**config.mk**
```make
export PLATFORM = sky130hd
export DESIGN_NAME = coord_delay_line
export DESIGN_NICKNAME = d
export VERILOG_FILES = /design/src/rtl/delay_pkg.sv /design/src/rtl/dl_stage.sv /design/src/rtl/coord_delay_line.sv
export SDC_FILE = /design/constraint.sdc
export NUM_CORES = 1
export LEC_CHECK = 0
export CORE_ASPECT_RATIO = 0.5
export CORE_UTILIZATION = 55
export CTS_CLUSTER_DIAMETER = 50
export DETAILED_ROUTE_END_ITERATION = 8
export GPL_TIMING_DRIVEN = 0
export PLACE_DENSITY = 0.75
export SETUP_SLACK_MARGIN = 0.02
export SYNTH_ARGS = -nofsm -noshare
export SYNTH_HDL_FRONTEND = slang
export SYNTH_SLANG_ARGS = --single-unit
```
**constraint.sdc**
```tcl
create_clock -name clk -period 6.51 [get_ports clk]
set_clock_uncertainty 0.05 [all_clocks]
set_input_delay 1.953 -clock clk [delete_from_list [all_inputs] [get_ports clk]]
set_output_delay 1.953 -clock clk [all_outputs]
set_load 0.05 [all_outputs]
```
**src/rtl/delay_pkg.sv**
```systemverilog
// Shared constants and the default stage-entry layout for the coordinate delay line.
package delay_pkg;

    localparam int DL_W           = 11;
    localparam int DL_MAX_DEPTH   = 8;
    localparam int DL_DEFAULT_DLY = 3;

    typedef struct packed {
        logic [DL_W-1:0] x;
        logic [DL_W-1:0] y;
        logic            v;
        logic            d;
    } dl_entry_t;

endpackage

```
**src/rtl/dl_stage.sv**
```systemverilog
// One register stage of the delay line: loads on en, drops v/d on flush, holds otherwise.
module dl_stage
    import delay_pkg::*;
#(
    parameter type T = dl_entry_t
) (
    input  logic clk,
    input  logic reset,
    input  logic en,
    input  logic flush,
    input  T     din,
    output T     dout
);

    T entry_d;
    T entry_q;

    // Flush only kills the flags; coordinates are left as they were.
    always_comb begin
        entry_d = entry_q;
        if (flush) begin
            entry_d.v = 1'b0;
            entry_d.d = 1'b0;
        end else if (en) begin
            entry_d = din;
        end
    end

    always_ff @(posedge clk) begin
        if (reset) entry_q <= '0;
        else       entry_q <= entry_d;
    end

    assign dout = entry_q;

endmodule

```
**src/rtl/coord_delay_line.sv**
```systemverilog
// Stallable, run-time-selectable delay line for {x, y, valid, done} coordinate streams.
module coord_delay_line
    import delay_pkg::*;
#(
    parameter int W           = DL_W,
    parameter int MAX_DEPTH   = DL_MAX_DEPTH,
    parameter int DEFAULT_DLY = DL_DEFAULT_DLY,
    parameter int DW          = $clog2(MAX_DEPTH + 1)
) (
    input  logic          clk,
    input  logic          reset,
    input  logic          en,
    input  logic          flush,
    input  logic [W-1:0]  x_pre,
    input  logic [W-1:0]  y_pre,
    input  logic          valid_pre,
    input  logic          done_pre,
    input  logic          cfg_load,
    input  logic [DW-1:0] cfg_dly,
    output logic [W-1:0]  x,
    output logic [W-1:0]  y,
    output logic          valid,
    output logic          done,
    output logic          busy,
    output logic [DW-1:0] dly_cur,
    output logic          cfg_err
);

    typedef struct packed {
        logic [W-1:0] x;
        logic [W-1:0] y;
        logic         v;
        logic         d;
    } entry_t;

    entry_t stg_in [MAX_DEPTH];
    entry_t stg_q  [MAX_DEPTH];

    generate
        for (genvar k = 0; k < MAX_DEPTH; k++) begin : g_stage
            if (k == 0) begin : g_head
                assign stg_in[k] = {x_pre, y_pre, valid_pre, done_pre};
            end else begin : g_link
                assign stg_in[k] = stg_q[k-1];
            end
            dl_stage #(.T(entry_t)) u_stage (
                .clk   (clk),
                .reset (reset),
                .en    (en),
                .flush (flush),
                .din   (stg_in[k]),
                .dout  (stg_q[k])
            );
        end
    endgenerate

    logic [DW-1:0] dly_d, dly_q;
    logic          err_d, err_q;
    logic [DW-1:0] dly_clamped;
    logic          busy_c;
    logic          cfg_ok;
    entry_t        tap;

    // Output is a plain mux off the stage registers, so a new delay shows up immediately.
    always_comb begin
        tap = '0;
        for (int k = 0; k < MAX_DEPTH; k++) begin
            if (dly_q == DW'(k + 1)) tap = stg_q[k];
        end
    end

    // Stages past the tap still count: the delay may not shrink under live entries.
    always_comb begin
        busy_c = 1'b0;
        for (int k = 0; k < MAX_DEPTH; k++) begin
            busy_c = busy_c | stg_q[k].v | stg_q[k].d;
        end
    end

    always_comb begin
        if (cfg_dly == '0)                  dly_clamped = DW'(1);
        else if (cfg_dly > DW'(MAX_DEPTH))  dly_clamped = DW'(MAX_DEPTH);
        else                                dly_clamped = cfg_dly;
    end

    always_comb begin
        cfg_ok = cfg_load && (!busy_c || flush);
        dly_d  = cfg_ok ? dly_clamped : dly_q;
        err_d  = cfg_load && !cfg_ok;
    end

    always_ff @(posedge clk) begin
        if (reset) begin
            dly_q <= DW'(DEFAULT_DLY);
            err_q <= 1'b0;
        end else begin
            dly_q <= dly_d;
            err_q <= err_d;
        end
    end

    assign x       = tap.x;
    assign y       = tap.y;
    assign valid   = tap.v;
    assign done    = tap.d;
    assign busy    = busy_c;
    assign dly_cur = dly_q;
    assign cfg_err = err_q;

endmodule

```
# == Word-level counts from Yosys, hierarchy flattened ==
# Cells that the tools add are included.
# word_totals
regBits,197
out_inout_bits,30
word_cells,77
# classes
n_lt_le_gt_ge,1
eq_ne,8
mux,10
bitwise_logic,16
reduce_logical,8
# ops
cell,n
24-bit two-way mux,8
4-bit by 3-bit equality test with 1-bit output (second input constant),4
1-bit OR,15
4-bit by 2-bit equality test with 1-bit output (second input constant),2
4-bit two-way mux,2
4-bit by 1-bit equality test with 1-bit output (second input constant),1
4-bit equality test (second input constant),1
4-bit > comparator (second input constant),1
4-bit logical NOT,1
1-bit logical AND,2
1-bit logical NOT,2
2-bit AND reduction,1
2-bit OR reduction,1
1-bit logical OR,1
1-bit NOT,1

# == Longest topological paths before layout ==
# depth
ltp_word,20
mapped_depth,7
ltp_nobuf,4

# == By module ==
# A second synthesis with hierarchy kept.
# unflattened
hier_cells,1161
area_unflattened_um2,11524.8
# modules_own_cells
module,instances,cells_per_inst,area_per_inst_um2,seq_area_each_um2
dl_stage,8,106,1167.4,480.5
coord_delay_line,1,313,2185.8,100.1

# == Least setup slack after synthesis ==
# OpenSTA, ideal clock, no wires.
# synth_path
path_type,register to output
startpoint,"reg dly_q[0], in the netlist dly_cur[0]"
endpoint,out y[0]
arrival_time_ps,2552
t_required_ps,4507
setup_slack_ps,1955
path_stages_with_launch,8
path_cell_list,dfxtp_1 buf_2 or3b_1 clkbuf_1 buf_2 o32ai_1 a21oi_1 o221ai_1
# synth_between
elab_chain_cells,9
# synth_rtl
item,line,text
start: declaration,coord_delay_line.sv:57,"logic [DW-1:0] dly_d, dly_q;"
start signal: assignment,coord_delay_line.sv:94,dly_q <= DW'(DEFAULT_DLY);
start signal: assignment,coord_delay_line.sv:97,dly_q <= dly_d;
4-bit by 1-bit equality test with 1-bit output,coord_delay_line.sv:68,if (dly_q == DW'(k + 1)) tap = stg_q[k];
24-bit two-way mux (7 in a row),coord_delay_line.sv:68,
24-bit two-way mux *,coord_delay_line.sv:68,
end: declaration,coord_delay_line.sv:21,"output logic [W-1:0] y,"
# Mark *: on every way between the ends. The rest lies on a longest branch, timed or not.

# == Worst setup path in the final report ==
# layout_path
startpoint,"reg dly_q[0], in the netlist dly_cur[0]"
endpoint,out y[5]
# Same word-level chain as after synthesis.

==> flow_summary.json <==
{
  "status": "finished, violations left",
  "violations": "design-rule violations",
  "layout_common_cells": "376 x nand2_1, 202 x a21oi_1, 197 x dfxtp_1, 64 x mux2i_1, 60 x clkdlybuf4s50_1",
  "nets": 1241,
  "p_per_area_mw_per_mm2": 254,
  "synth_top_family_by_area": "compound AO/OA/AOI/OAI gates",
  "antenna_found_initial": 0,
  "rows": 31,
  "gp_congestion": 0.870,
  "synth.distinct_cells": 27,
  "post-route-period-util_pct": 83.7,
  "ys_ff_latch": 197,
  "hold_class": "reg -> reg",
  "cp.required_ns": 4.51,
  "cts-root-buf": "clkbuf_16",
  "path_class": "reg -> out",
  "layout_commonest_cell": "nand2_1",
  "cp-start-kind": "flop",
  "syn_inst": 1129,
  "ir_drop_mv": 0.195,
  "power_leakage_uw": 0.00355,
  "synthXorXnorAreaFrac_pct": 0,
  "syn_to_final_growth_pct": 17.0,
  "io_pins": 63,
  "num_vias": 8372,
  "path_max_fanout": 10,
  "grtUsageMet3_pct": 7.38,
  "maxCapViolCount": 0,
  "clock_latency_ns": 0.45,
  "max-slew-margin-rel_pct": 36.2,
  "dieArea_sq_mm": 0.0163,
  "clockBufferDepth": 2,
  "reg2reg_to": "dly_cur[2]",
  "drive_gt1_share_pct": 5.65,
  "syn_avg_cell_area_sq_um": 7.67,
  "holdCritStartpoint": "g_stage[7].u_stage.dout[17]",
  "die_y_um": 90.7,
  "setup_viol": 0,
  "synthSimpleGateAreaFrac_pct": 20.1,
  "die_w_um": 179,
  "clkTransAtPathRegs_ns": 0.08,
  "tritoncts": "done",
  "endpoint_kind": "output pin",
  "synthAdderAreaFrac_pct": 0,
  "synth.area.mux_share_pct": 7.40,
  "max_slew.worst_pin.slew_ns": 0.957,
  "grt_use_met1_pct": 41.1,
  "postCtsSetupRepairBufs": 0,
  "hold_violations": 0,
  "grt.overflow.total": 0,
  "io_buffer_count": 60,
  "synth.top_cell.area_share_pct": 45.6,
  "detail_route.first_pass.iterations": 7,
  "grt_pass1_vias": 7787,
  "core_area_sq_mm": 0.0149,
  "ant_nets": 0,
  "syn_area_sq_mm": 0.00866,
  "drt-initial-drc-count": 845,
  "r2r_cells": 4,
  "max_freq_ghz": 0.184,
  "start_util_pct": 58.1,
  "busiest_layer": "met2",
  "yosysTopAreaCell": "dfxtp_1",
  "cts_hold_buf": 0,
  "htree_levels": 4,
  "finalSetupTns_ns": 0,
  "min_delay_path_depth": 2,
  "regToRegStartpoint": "g_stage[2].u_stage.dout[0]",
  "via_per_inst": 5.90,
  "min_delay_worst_endpoint": "g_stage[7].u_stage.dout[17]",
  "grt_max_degree": 23,
  "post_cts_resized": 0,
  "diodes": 0,
  "syn_nets": 1162,
  "dp_hpwl_um": 17700,
  "synthTopCellsByArea": "dfxtp_1 46%, nand2_1 16%, a21oi_1 12%, mux2i_1 7.4%, clkbuf_1 2.6%",
  "worstPathArrival_ns": 3.44,
  "cts_sinks": 197,
  "gr-usage-met2_pct": 48.9,
  "min_period_ns": 5.45,
  "ys_warn_count": 0,
  "synth-compound-area-share_pct": 21.1,
  "ys_seq_area_share_pct": 45.6,
  "regToRegSetupSlack_ns": 4.64,
  "rsz0062_at_grt": "no",
  "wl_um": 24600,
  "finalPower_uw": 2580,
  "drv_slew": 0,
  "cts-buffers-inserted": 17,
  "wl_per_cell_um": 17.3,
  "grt.total_usage_pct": 30.6,
  "drc": 6,
  "grt_first_pass_wirelength_um": 39600
}
## state kept, by name, indices dropped and copies added (netlist names)
register / cells
dly_cur: 4
g_stage.u_stage.dout: 192
cfg_err: 1
## logic make-up (layout without fill, tap and decap cells)
| kind of cell | after synthesis | count (layout) |
|---|---|---|
| AOI/OAI and AO/OA | 306 | 306 |
| buffers and inverters | 125 | 217 |
| DFF | 197 | 197 |
| muxes | 64 | 64 |
| and+or+nand+nor | 437 | 437 |
## final cells by class
type / count / area [sq um]
inverter: 27 / 101
timing repair buffer: 60 / 601
buffer: 98 / 404
clock buffer: 17 / 425
multi-input combinational: 807 / 4210
clock inverter: 15 / 201
tap: 198 / 248
sequential: 197 / 3940
fill: 1278 / 4760
## stage by stage
step | cells | utilization (%) | setup WS, ns | area [sq um] | hold slack (ns)
global route | 1419 | 68.0 | 0.912 | 10100 | 0.427
detailed placement | 1387 | 63.8 | 1.61 | 9500 | 0.398
floorplan | 1129 | - | 1.96 | 8660 | 0.387
finish | 1419 | 68.0 | 1.06 | 10100 | 0.407
CTS | 1419 | 68.0 | 1.13 | 10100 | 0.409
global placement | 1387 | 63.8 | 1.63 | 9500 | 0.393
## power breakdown
| group | leakage, uW | internal [uW] | switching [uW] | total (uW) |
|---|---|---|---|---|
| clock network | 0.000300 | 528 | 555 | 1080 |
| logic | 0.00166 | 87.3 | 181 | 268 |
| registers | 0.00159 | 1220 | 11.4 | 1230 |
| total | 0.00355 | 1830 | 747 | 2580 |
## synthesized netlist by cell type
library cell	count
a21o_1	1
a21oi_1	202
a2bb2oi_1	24
a41oi_2	1
buf_1	10
buf_2	29
clkbuf_1	59
dfxtp_1	197
inv_1	27
mux2i_1	64
nand2_1	376
nand2b_1	4
nand3b_1	2
nand4_1	1
nor2_1	42
nor2b_1	1
nor3b_1	1
nor4_2	4
nor4b_2	2
o21ai_0	26
o21ai_1	2
o221ai_1	24
o311ai_0	2
o32ai_1	24
or2_2	1
or3b_1	2
or4b_1	1
## metal layers
layer	vias up	wire length, um
li1	3987	-
met1	3994	11100
met2	358	11100
met3	33	2080
met4	0	323
met5	-	0
## worst max-delay path by stage
stage	startpoint	end
2_1_floorplan	dly_cur[0]	y[0]
3_3_place_gp	dly_cur[0]	y[5]
3_5_place_dp	dly_cur[0]	y[6]
4_1_cts	dly_cur[0]	y[6]
5_1_grt	dly_cur[0]	x[8]
6_report	dly_cur[0]	y[5]
## worst max-delay path, stage by stage, from the launching register on
cell and delay, ns:
dfxtp_1 0.33, buf_2 0.17, nor4b_2 0.74, clkbuf_1 0.47
a21oi_1 0.14, o221ai_1 0.27, clkdlybuf4s50_1 0.86
Power figures use the tool's default switching activity.
